### src/rtl/minmax_sort_ctrl.sv
`default_nettype none
// ============================================================================
// Module   : minmax_sort_ctrl
// Purpose  : N-entry sequential sorter. A single unsigned min/max
//            compare-exchange unit is time-shared over a register array. The
//            block loads N words, runs a fixed-length bubble sort (one
//            compare-exchange per cycle), then streams the words out in
//            ascending order.
// Ports    : clk, rst (async, active-high)
//            in_valid/in_ready/in_data    - load side, ready only in LOAD
//            out_valid/out_ready/out_data - drain side, valid only in DRAIN
//            busy                         - high while sorting
// Revision : 1.0 - initial release
// ============================================================================
module minmax_sort_ctrl #(
  parameter int W = 6,
  parameter int N = 8
) (
  input  logic         clk,
  input  logic         rst,
  input  logic         in_valid,
  output logic         in_ready,
  input  logic [W-1:0] in_data,
  output logic         out_valid,
  input  logic         out_ready,
  output logic [W-1:0] out_data,
  output logic         busy
);

  localparam int CW = (N > 2) ? $clog2(N) : 1;

  localparam logic [1:0] S_LOAD  = 2'd0;
  localparam logic [1:0] S_SORT  = 2'd1;
  localparam logic [1:0] S_DRAIN = 2'd2;

  // Explicit N-1 / N-2 terminal counts keep non-power-of-2 N correct.
  localparam logic [CW-1:0] c_LAST      = CW'(N - 1);
  localparam logic [CW-1:0] c_PAIR_LAST = CW'(N - 2);

  logic [1:0]    r_state;
  logic [W-1:0]  r_mem [N];
  logic [CW-1:0] r_wr_idx;
  logic [CW-1:0] r_rd_idx;
  logic [CW-1:0] r_i;
  logic [CW-1:0] r_p;

  logic [CW-1:0] w_i_nxt;
  logic [W-1:0]  w_a;
  logic [W-1:0]  w_b;
  logic          w_swap;

  // Shared compare-exchange unit working on the pair (i, i+1).
  assign w_i_nxt = r_i + 1'b1;
  assign w_a     = r_mem[r_i];
  assign w_b     = r_mem[w_i_nxt];
  assign w_swap  = (w_a > w_b);  // equal values stay put

  assign in_ready  = (r_state == S_LOAD);
  assign busy      = (r_state == S_SORT);
  assign out_valid = (r_state == S_DRAIN);
  assign out_data  = (r_state == S_DRAIN) ? r_mem[r_rd_idx] : '0;

  always_ff @(posedge clk or posedge rst) begin
    if (rst) begin
      r_state  <= S_LOAD;
      r_wr_idx <= '0;
      r_rd_idx <= '0;
      r_i      <= '0;
      r_p      <= '0;
      for (int k = 0; k < N; k++) begin
        r_mem[k] <= '0;
      end
    end else begin
      case (r_state)
        S_LOAD: begin
          if (in_valid) begin
            r_mem[r_wr_idx] <= in_data;
            if (r_wr_idx == c_LAST) begin
              r_wr_idx <= '0;
              r_i      <= '0;
              r_p      <= '0;
              r_state  <= S_SORT;
            end else begin
              r_wr_idx <= r_wr_idx + 1'b1;
            end
          end
        end

        S_SORT: begin
          if (w_swap) begin
            r_mem[r_i]    <= w_b;
            r_mem[w_i_nxt] <= w_a;
          end
          // Fixed (N-1) passes of (N-1) pairs; no early exit so the
          // latency is data-independent.
          if (r_i == c_PAIR_LAST) begin
            r_i <= '0;
            if (r_p == c_PAIR_LAST) begin
              r_p      <= '0;
              r_rd_idx <= '0;
              r_state  <= S_DRAIN;
            end else begin
              r_p <= r_p + 1'b1;
            end
          end else begin
            r_i <= w_i_nxt;
          end
        end

        S_DRAIN: begin
          if (out_ready) begin
            if (r_rd_idx == c_LAST) begin
              r_rd_idx <= '0;
              r_state  <= S_LOAD;
            end else begin
              r_rd_idx <= r_rd_idx + 1'b1;
            end
          end
        end

        default: r_state <= S_LOAD;
      endcase
    end
  end

endmodule
`default_nettype wire

### config.mk
export PLATFORM = sky130hd
export DESIGN_NAME = minmax_sort_ctrl
export DESIGN_NICKNAME = d
export VERILOG_FILES = /design/src/rtl/minmax_sort_ctrl.sv
export SDC_FILE = /design/constraint.sdc
export NUM_CORES = 1
export LEC_CHECK = 0
export ABC_AREA = 1
export ABC_CLOCK_PERIOD_IN_PS = 10000
export CORE_MARGIN = 2
export CORE_UTILIZATION = 60
export DETAILED_ROUTE_END_ITERATION = 8
export GPL_TIMING_DRIVEN = 0
export PLACE_DENSITY = 0.88
export SLEW_MARGIN = 10
export SYNTH_ARGS = -nofsm -noshare
export SYNTH_HDL_FRONTEND = slang
export SYNTH_SLANG_ARGS = --single-unit
### constraint.sdc
create_clock -name clk -period 10 [get_ports clk]
set_clock_uncertainty 0.15 [all_clocks]
set_input_delay 1 -clock clk [delete_from_list [all_inputs] [get_ports clk]]
set_output_delay 1 -clock clk [all_outputs]
set_load 0.03 [all_outputs]
==> impl_results.md <==
* Cts hold-fix bufs at 0
* N_diodes at 0
* CTS clk-pin slew, worst paths at 0.08 ns
* Top cell by count, worst path: nand2_1
* Syn_area_per_cell at 5.74 um2
* M1 GR Usage at 0.563
* Clock power share at 0.375
* Drt initial violations at 1033
* Longest Clk Path Bufs at 2
* Reg area at 1550 um2
* Synth Register Bits at 62
* Max-slew violation count at 0
* DR WL/cell at 17.6 um
* Vias in the first global route at 6221
* H-tree Lvls at 3
* Met3 GRT Util at 0.120
* Crit Path Class: register to register
* Critical path endpoint category: register
* Global Route Usage Sum at 0.418
* CTS tree: done
* Synth area leader: nand2_1
* Die Y at 103 um
* Sequential element share of the synthesized area at 0.265
* Slew margin rel. at 0.475
* Setup-failing EPs final at 0
* Largest net degree at the start of global routing at 63
* Post-synth EDFFs at 0
* Max Cap Viol at 0
* Outcome: finished, final reports clean
* CP Launch Type: register
* Antenna viol nets, final at 0
* Critical path origin: r_i[0]
* Leakage at 3.53 nW
* Net Switching at 0.240 mW
* Synthesized Nets at 1043
* Share of cells above drive strength 1 at 0.0882
* Post-Syn Area at 5870 um2
* Worst hold path cell count at 2
* Netlist cell types at 30
* Worst Tran Pin Value at 0.788 ns
* GR Util met2 at 0.616
* Clk root buf: clkbuf_8
* Count leader, synth: nand2_1
* Max FO, Critical Path at 10
* # Post-CTS Setup Buffers at 0
* Worst-Skew Late Latency at 0.37 ns
* Sw Ratio at 0.341
* Syn-to-layout area delta at 9.90%
* Worst hold start: r_p[2]
* Final Hold Fails at 0
* Gr ovfl total at 0
* Vias per cell at 5.89
* Critical Path RT at 10.13 ns
* Synth top cells by count: nand2_1 (478), nor2_1 (161), a21oi_1 (104), dfrtp_1 (62), inv_1 (48)
* FF-to-FF path depth at 22
* TritonCTS Buffers at 9
* Final worst path period need at 4.26 ns
* P_int at 0.465 mW
* Top cell type's share of synthesized area at 0.306
* Final setup TNS at 0 ns
* Synth area leaders: nand2_1 (31%), dfrtp_1 (26%), nor2_1 (10%)
* Final WL at 20.9 mm
* First-pass GRT wire length at 33.1 mm
* Placed cells at 1172
* DR DRC count at 0
* Post-Syn Instances at 1021
* Nets at 1072
* CP peak stage delay at 0.49 ns
* Final instance area at 6450 um2
* Non-Filler Instances at 1188
* Area of the multi-input gates at 3830 um2
* HPWL after detailed placement at 14.8 mm
* Top FF cell, synth: dfrtp_1
* Filler Cell Count at 909
* Site Rows at 36
* Initial antenna violation count at 0
* Synthesis warning total at 0
* Cell Area, Placed at 6210 um2
* Power density over cell area at 109 nW/um2
* Slowest CP cell: buf_1
* FMAX at 0.235 GHz
* FFs w/ async S/R, synth at 1.00
* Maximum VDD drop at 0.0879 mV
* Die width at 103 um
* Clock tree sinks at 62
* DR vias at 7001
* RR Startpoint: r_i[0]
* Cell chain of the critical path: inv_2 > buf_6 > buf_4 > ha_1 > buf_2 > buf_1 > nand2_1 > nand2_1 > nand2_1 > nand2_2 > inv_1 > ha_1 > nand2_1 > nor2_1 > nand2_1 > nand3_1 > nand2_1 > nand2_1 > buf_4 > buf_2 > a21oi_1 > a21oi_1
* IO Pins at 19
* Grt peak-use layer: met2
* Resized cells post-CTS at 0
* Crit path DAT at 4.39 ns
* Sequential share of power at 0.373
* Placer Congestion at 0.961
* Die area at 10600 um2
* Final Cycle Share at 0.426
* Initial Util at 0.609
* IO Port Bufs at 18
* Combinational Power Share at 0.252
* Hold WC Path Type: register to register
* Drt pass-1 iters at 7
* RSZ-0062 raised after global routing: false
* Core Box Area at 9640 um2
## registers in the layout (all words and copies together) (netlist names)
name / cells
r_mem: 48
r_i: 3
r_p: 3
r_rd_idx: 3
r_wr_idx: 3
r_state: 2
## final cells by class
type	instances	area share
multi-input cells	861	0.595
inverters	53	0.0312
repair buffers	18	0.0280
clock inverters	6	0.0146
clock buffers	10	0.0214
plain buffers	45	0.0439
flip-flops and latches	62	0.241
well taps	133	0.0258
## path summary, 6_finish.rpt
check                         endpoint  slack (ns)
max                          r_mem[35]        5.74
min                             r_p[2]        0.39
max reg2reg                  r_mem[35]        5.74
min reg2reg                     r_p[2]        0.39
max in group asynchronous    r_mem[42]        8.18
min in group asynchronous  r_rd_idx[0]        0.97
## metrics by stage
step	power (mW)	hold WS, ns	setup slack [ns]	utilization
floorplan	0.381	0.340	6.74	-
global placement	0.440	0.359	5.97	0.644
detailed placement	0.441	0.375	5.90	0.645
CTS	0.698	0.392	5.88	0.669
global route	0.730	0.444	5.53	0.669
finish	0.705	0.388	5.74	0.669
## layer usage
| metal | vias to the layer above | part of all wire |
|---|---|---|
| met5 | - | 0 |
| met4 | 0 | 0.051 |
| met3 | 97 | 0.15 |
| met2 | 510 | 0.42 |
| met1 | 3120 | 0.37 |
| li1 | 3274 | - |
## power groups by stage
stage	Clock, mW	Combinational (mW)	Sequential, mW
floorplan	0	0.116	0.265
global placement	0	0.173	0.267
detailed placement	0	0.174	0.267
CTS	0.261	0.174	0.262
global route	0.271	0.195	0.263
finish	0.265	0.178	0.263
## critical path: cells and delay by family (launching register included)
family	cells	cell delay (ns)
DFF	1	0.48
buffers and inverters	8	1.79
AOI/OAI and AO/OA	2	0.25
adders and majority gates	2	0.58
and+or+nand+nor	10	0.93
## cell families after synthesis
logic type | after synthesis | share of synthesized area
buffers and inverters | 98 | 0.0821
adders and majority gates | 12 | 0.0256
and+or+nand+nor | 693 | 0.467
AOI/OAI and AO/OA | 156 | 0.161
DFF | 62 | 0.265
## cells in the final DEF, fill, tap and decap left out, types with 10 or more instances in the layout
master	netlist	layout
a21oi_1	104	104
buf_2	16	16
clkbuf_8	0	10
clkdlybuf4s50_1	0	18
dfrtp_1	62	62
ha_1	12	12
inv_1	48	47
nand2_1	478	478
nand2_2	20	20
nand3_1	18	18
nor2_1	161	161
o21ai_0	26	26
o32ai_1	13	13
Note: power is estimated with default switching activity, not from simulation.
